File: config.mk
export PLATFORM = sky130hd
export DESIGN_NAME = load_extend_ctrl
export DESIGN_NICKNAME = d
export VERILOG_FILES = /design/src/rtl/load_extend_ctrl.sv
export SDC_FILE = /design/constraint.sdc
export NUM_CORES = 1
export LEC_CHECK = 0
export ABC_CLOCK_PERIOD_IN_PS = 2100
export BUFFER_PORTS_ARGS = -buffer_cell sky130_fd_sc_hd__buf_2
export CELL_PAD_IN_SITES_DETAIL_PLACEMENT = 0
export CELL_PAD_IN_SITES_GLOBAL_PLACEMENT = 1
export CORE_MARGIN = 4
export CORE_UTILIZATION = 25
export CTS_BUF_LIST = sky130_fd_sc_hd__clkbuf_4 sky130_fd_sc_hd__clkbuf_8
export DETAILED_ROUTE_END_ITERATION = 10
export PLACE_DENSITY = 0.67
export RECOVER_POWER = 100
export SLEW_MARGIN = 10
export SYNTH_ARGS = -nofsm -noshare
export SYNTH_HDL_FRONTEND = slang
export SYNTH_SLANG_ARGS = --single-unit
File: constraint.sdc
create_clock -name clk -period 2.1 [get_ports clk]
set_input_delay 0.21 -clock clk [delete_from_list [all_inputs] [get_ports clk]]
set_output_delay 0.21 -clock clk [all_outputs]
set_load 0.03 [all_outputs]
File: src/rtl/load_extend_ctrl.sv
// Load controller: issues one aligned word read, then extracts and extends
// the addressed byte/half/word lane. Aborts on bad type, misalignment or timeout.
module load_extend_ctrl #(
  parameter int unsigned TIMEOUT_CYC = 16
) (
  input  logic        clk,
  input  logic        rst_n,
  input  logic        start,
  input  logic [2:0]  ld_type,
  input  logic [31:0] addr,
  output logic        mem_req,
  output logic [31:0] mem_addr,
  input  logic        mem_ack,
  input  logic [31:0] mem_rdata,
  output logic        busy,
  output logic        done,
  output logic        err,
  output logic [1:0]  err_code,
  output logic [31:0] data_out
);

  localparam logic [2:0] LD_LB  = 3'b000;
  localparam logic [2:0] LD_LH  = 3'b001;
  localparam logic [2:0] LD_LW  = 3'b010;
  localparam logic [2:0] LD_LBU = 3'b100;
  localparam logic [2:0] LD_LHU = 3'b101;

  localparam logic [1:0] EC_MISALIGN = 2'b01;
  localparam logic [1:0] EC_TIMEOUT  = 2'b10;
  localparam logic [1:0] EC_ILLEGAL  = 2'b11;

  // Counter value on the last permitted REQ cycle.
  localparam logic [7:0] CNT_LAST = 8'(TIMEOUT_CYC - 1);

  typedef enum logic [1:0] {
    S_IDLE = 2'd0,
    S_REQ  = 2'd1,
    S_DONE = 2'd2,
    S_ERR  = 2'd3
  } state_t;

  state_t      state_q, state_d;
  logic [31:0] addr_q, addr_d;
  logic [2:0]  type_q, type_d;
  logic [7:0]  cnt_q, cnt_d;
  logic [31:0] data_q, data_d;
  logic [1:0]  code_q, code_d;
  logic        mem_req_q, mem_req_d;
  logic        busy_q, busy_d;
  logic        done_q, done_d;
  logic        err_q, err_d;

  function automatic logic [31:0] extend_lane(input logic [2:0]  t,
                                              input logic [1:0]  a,
                                              input logic [31:0] w);
    logic [7:0]  b;
    logic [15:0] h;
    b = w[{a, 3'b000} +: 8];
    h = a[1] ? w[31:16] : w[15:0];
    case (t)
      LD_LB:   extend_lane = {{24{b[7]}}, b};
      LD_LH:   extend_lane = {{16{h[15]}}, h};
      LD_LBU:  extend_lane = {24'd0, b};
      LD_LHU:  extend_lane = {16'd0, h};
      default: extend_lane = w;
    endcase
  endfunction

  function automatic logic type_legal(input logic [2:0] t);
    type_legal = (t == LD_LB) || (t == LD_LH) || (t == LD_LW) ||
                 (t == LD_LBU) || (t == LD_LHU);
  endfunction

  function automatic logic misaligned(input logic [2:0] t, input logic [1:0] a);
    misaligned = (((t == LD_LH) || (t == LD_LHU)) && a[0]) ||
                 ((t == LD_LW) && (a != 2'b00));
  endfunction

  always_comb begin
    state_d = state_q;
    addr_d  = addr_q;
    type_d  = type_q;
    cnt_d   = cnt_q;
    data_d  = data_q;
    code_d  = code_q;
    unique case (state_q)
      S_IDLE: begin
        if (start) begin
          addr_d = addr;
          type_d = ld_type;
          cnt_d  = 8'd0;
          // An illegal type is reported ahead of any alignment problem.
          if (!type_legal(ld_type)) begin
            code_d  = EC_ILLEGAL;
            state_d = S_ERR;
          end else if (misaligned(ld_type, addr[1:0])) begin
            code_d  = EC_MISALIGN;
            state_d = S_ERR;
          end else begin
            state_d = S_REQ;
          end
        end
      end
      S_REQ: begin
        // Ack wins even on the cycle the timeout would otherwise fire.
        if (mem_ack) begin
          data_d  = extend_lane(type_q, addr_q[1:0], mem_rdata);
          state_d = S_DONE;
        end else if (cnt_q == CNT_LAST) begin
          code_d  = EC_TIMEOUT;
          state_d = S_ERR;
        end else begin
          cnt_d = cnt_q + 8'd1;
        end
      end
      S_DONE:  state_d = S_IDLE;
      S_ERR:   state_d = S_IDLE;
      default: state_d = S_IDLE;
    endcase

    mem_req_d = (state_d == S_REQ);
    busy_d    = (state_d != S_IDLE);
    done_d    = (state_d == S_DONE);
    err_d     = (state_d == S_ERR);
  end

  always_ff @(posedge clk or negedge rst_n) begin
    if (!rst_n) begin
      state_q   <= S_IDLE;
      addr_q    <= 32'd0;
      type_q    <= 3'd0;
      cnt_q     <= 8'd0;
      data_q    <= 32'd0;
      code_q    <= 2'b00;
      mem_req_q <= 1'b0;
      busy_q    <= 1'b0;
      done_q    <= 1'b0;
      err_q     <= 1'b0;
    end else begin
      state_q   <= state_d;
      addr_q    <= addr_d;
      type_q    <= type_d;
      cnt_q     <= cnt_d;
      data_q    <= data_d;
      code_q    <= code_d;
      mem_req_q <= mem_req_d;
      busy_q    <= busy_d;
      done_q    <= done_d;
      err_q     <= err_d;
    end
  end

  assign mem_req  = mem_req_q;
  assign mem_addr = {addr_q[31:2], 2'b00};
  assign busy     = busy_q;
  assign done     = done_q;
  assign err      = err_q;
  assign err_code = code_q;
  assign data_out = data_q;

endmodule

[Yosys cells after proc, flatten, opt, wreduce, memory -nomap -nowiden]
Cells that the tools add are included.
Word-level totals
  bits in registers: 83
  output and inout port bits: 70
  logic and storage cells: 68
Operators by class
  $add $sub $neg: 1
  eq/ne operators: 19
  shift-type cells: 1
  muxes and demuxes: 18
  reductions and logical operators: 19
Operators with widths (number)
  $pmux 32 s4: 1
  $shiftx 32x6->8: 1
  $mux 8: 3
  $mux 2: 10
  $mux 16: 1
  $pmux 8 s2: 1
  $eq 3x3->1 const B: 4
  $add 8x1->8 const B: 1
  $eq 2x2->1 const B: 4
  $eq 8x4->1 const B: 1
  $ne 2x2->1 const B: 4
  $eq 3x1->1 const B: 2
  $logic_not 3->1: 2
  $logic_or 1x1->1: 6
  $pmux 2 s3: 1
  $reduce_bool 2->1: 3
  $reduce_and 5->1: 1
  $eq 2x1->1 const B: 2
  $pmux 2 s2: 1
  $reduce_and 2->1: 2
  $reduce_and 4->1: 1
  $eq 3x2->1 const B: 1
  $ne 3x3->1 const B: 1
  $logic_and 1x1->1: 2
  other kinds (2): 2

[Depth between registers and ports, before layout]
  word-level depth: 9
  depth in mapped cells: 7
  depth with buffers taken out: 5

[Worst setup path before layout]
Ideal clock, no wire load.
  kind: register to register
  from: register cnt_q[0]
  to: register cnt_q[0]
  library setup time: 121 ps
  data arrival time: 1469 ps
  required time: 1979 ps
  slack: 510 ps
  stages on the path, launching flop included: 6
  buffers on the path: 0
  clock period less this slack: 1590 ps
  cell sequence: dfrtp_1 ha_1 and3_1 a21oi_2 mux2_1 a22o_1
On the way
  word-level cells in the longest chain between the ends: 4
Ends and longest elaborated chain
  from (decl): line 45  | logic [7:0] cnt_q, cnt_d;
  from (signal assigned): line 143  | cnt_q <= cnt_d;
  $add 8x1->8: line 113  | cnt_d = cnt_q + 8'd1;
  $mux 8: line 109  | end else if (cnt_q == CNT_LAST) begin
  $mux 8: line 106  | if (mem_ack) begin
  $pmux 8 s2: line 86  | unique case (state_q)
Several ways; a longest one is shown, not always the timed one. The select of a mux whose other input is x is not followed.
A chain may end at the register's enable or synchronous reset.

[Worst setup path after layout]
Ends and elaborated chain as after synthesis.

==> results.ini <==
[logic_synthesis]
ys_seq_area_frac = 0.512
synth.area.top_cells = dfrtp_1, nand2_1, buf_4
synth_warnings = 0
yosysMostFrequentCell = nand2_1
synthCells = 449
synth_top_area_cell = dfrtp_1
synthArstFlopShare = 1.00
postSynthAreaPerCell_um2 = 9.03
ys_types = 44
synth_common_cells = nand2_1, dfrtp_1, a21oi_1, nor2_1, buf_4
synthFlopType = dfrtp_1
yosysTopAreaCellShare = 0.512
synth_area_um2 = 4050
ys_ff_latch = 83
synth_edf_count = 0

[placed_design]
placed_area_um2 = 4780
port_buffers = 138
pre_cts_slack_ns = 0.411
gp_congestion = 0.907
dp_hpwl_um = 8730
dp_cells = 758

[sta]
setup_slack_ns = 0.328
fin_setup_tns_ns = 0
final_max_slew_viol_count = 0
worst_slew_pin_slew_ns = 0.754
setup_viol = 0
rsz0062_at_grt = no
post-route-period-util = 0.844
finalCriticalPeriod_ns = 1.77
finClkSkew_ns = 0.0101
timing.hold.ws_ns = 0.0295
relSlewSlack = 0.497
fmax_ghz = 0.564
hold_violations = 0

[critical_path]
crit_path_end_kind = flip-flop
reg2regPathDepth = 5
crit_slowest_cell = dfrtp_1
worstReg2RegStart = cnt_q[0]$_DFFE_PN0P_
r2r_slack_ns = 0.33
worstSetupStartpointType = flip-flop
path_max_fanout = 6
cp_data_required_time_ns = 2.36
critPathMaxStageDelay_ns = 0.44
path_class = reg -> reg
worstPathArrival_ns = 2.03
r2r-end = cnt_q[0]$_DFFE_PN0P_
crit_chain = ha_1 > and3_1 > a21oi_1 > mux2_1 > a22o_1

[cts]
clkTransAtPathRegs_ns = 0.08
cts-buffers-inserted = 9
cts_setup_buffers = 0
cts_tree = built
htreeDepth = 3
insertion_delay_ns = 0.37
clock-sinks = 83
clockRootBuffer = clkbuf_8
hold_buffers = 3
cts_buffer_depth = 2
ctsResizeCount = 0

[detailed_routing]
ant_nets = 0
postRouteWirelength_um = 11800
remaining_drc_errors = 0
routedWlPerCell_um = 15.1
dr.first_iter.drc_count = 260
vias = 3482
dr.pass1.iters = 4
vias_per_cell = 4.48

[floorplanning]
row_count = 46
io_pins = 141
initial_core_util = 0.255
core_um2 = 15900
fp.dieH_um = 135
dieArea_um2 = 18300
die_width_um = 135

[hold_path]
hp-class = in -> reg
hp-start = addr[21]
holdPathStages = 3
min_to = addr_q[21]$_DFFE_PN0P_

[run]
cap_violations = 0

[global_route]
grt_pass1_wl_um = 18900
grt_start_max_net_pins = 44
grt.overflow.total = 0
grt_pass1_vias = 3548
grt_usage = 0.132
antenna_found_initial = 1

[cells_and_area]
synthToLayoutAreaGrowth_pct = 21.6
utilization = 0.310
stdcell_count = 777
stdcell_area_um2 = 4930
drive_above_1_share = 0.182
diodes = 0
fin_nets = 628

[run_status]
outcome = finished clean

[pwr]
power_mw = 8.06
peakVddDrop_v = 0.000774
power.density_nw_per_um2 = 1630
p_leak_nw = 2.31

==> state kept, by name (all words and copies together) (netlist names) <==
name and flops:
type_q 3, addr_q 32, done 1, mem_req 1, err 1, state_q 2
data_out 32, err_code 2, busy 1, cnt_q 8
==> cell usage in the layout, fill, tap and decap left out, types with 8 or more instances in the layout <==
master / Yosys / final
a21oi_1: 35 / 36
a22o_1: 10 / 10
a22oi_1: 8 / 8
buf_2: 9 / 69
clkbuf_1: 13 / 68
clkbuf_8: 0 / 11
dfrtp_1: 83 / 83
mux2i_1: 12 / 12
nand2_1: 141 / 141
nor2_1: 35 / 35
==> worst max-delay path: cells and delay by family, from the launching register on <==
kind | cells | cell delay (ns)
adders and majority gates | 1 | 0.25
and+or+nand+nor | 1 | 0.24
AOI/OAI and AO/OA | 2 | 0.38
DFF | 1 | 0.44
muxes | 1 | 0.35
==> report_power, final <==
group	switching (mW)	leakage, nW	internal, mW
clock	0.594	0.121	0.767
sequential	0.453	1.01	2.31
combinational	2.86	1.18	1.07
total	3.90	2.31	4.15
==> cell type report <==
class	instances	area [um^2]
clock buffers	13	166
inverters	6	22.5
clock inverters	3	68.8
well taps	216	270
repair buffers	151	728
flip-flops and latches	83	2080
fillers	1738	11000
multi-input cells	305	1600
==> cell families (layout without fill, tap and decap cells) <==
family / after synthesis / in the layout / share of synthesized area
AND/OR/NAND/NOR: 202 / 202 / 0.211
flip-flops: 83 / 83 / 0.512
AO/OA/AOI/OAI: 82 / 82 / 0.138
buffers and inverters: 62 / 173 / 0.0907
multiplexers: 13 / 13 / 0.0324
XOR/XNOR: 5 / 5 / 0.0108
adder cells (fa/ha/maj): 1 / 1 / 0.00309
other: 1 / 2 / 0.000925
==> routing by layer <==
layer | GRT usage | vias to the layer above | part of all wire
li1 | - | 1678 | -
met1 | 0.168 | 1632 | 0.44
met2 | 0.198 | 152 | 0.43
met3 | 0.0609 | 18 | 0.11
met4 | 0.0426 | 2 | 0.022
met5 | 0 | - | 0.00059
==> worst max path at each step <==
stage	start	end	slack, ns	cells after the start
3_3_place_gp	cnt_q[0]$_DFFE_PN0P_	cnt_q[0]$_DFFE_PN0P_	0.43	5
5_1_grt	state_q[0]$_DFF_PN0_	cnt_q[1]$_DFFE_PN0P_	0.18	4
3_5_place_dp	cnt_q[0]$_DFFE_PN0P_	cnt_q[0]$_DFFE_PN0P_	0.41	5
4_1_cts	cnt_q[0]$_DFFE_PN0P_	cnt_q[0]$_DFFE_PN0P_	0.39	5
2_1_floorplan	cnt_q[0]$_DFFE_PN0P_	cnt_q[0]$_DFFE_PN0P_	0.51	5
6_report	cnt_q[0]$_DFFE_PN0P_	cnt_q[0]$_DFFE_PN0P_	0.33	5
No activity file was read; power rests on OpenSTA's default activity.
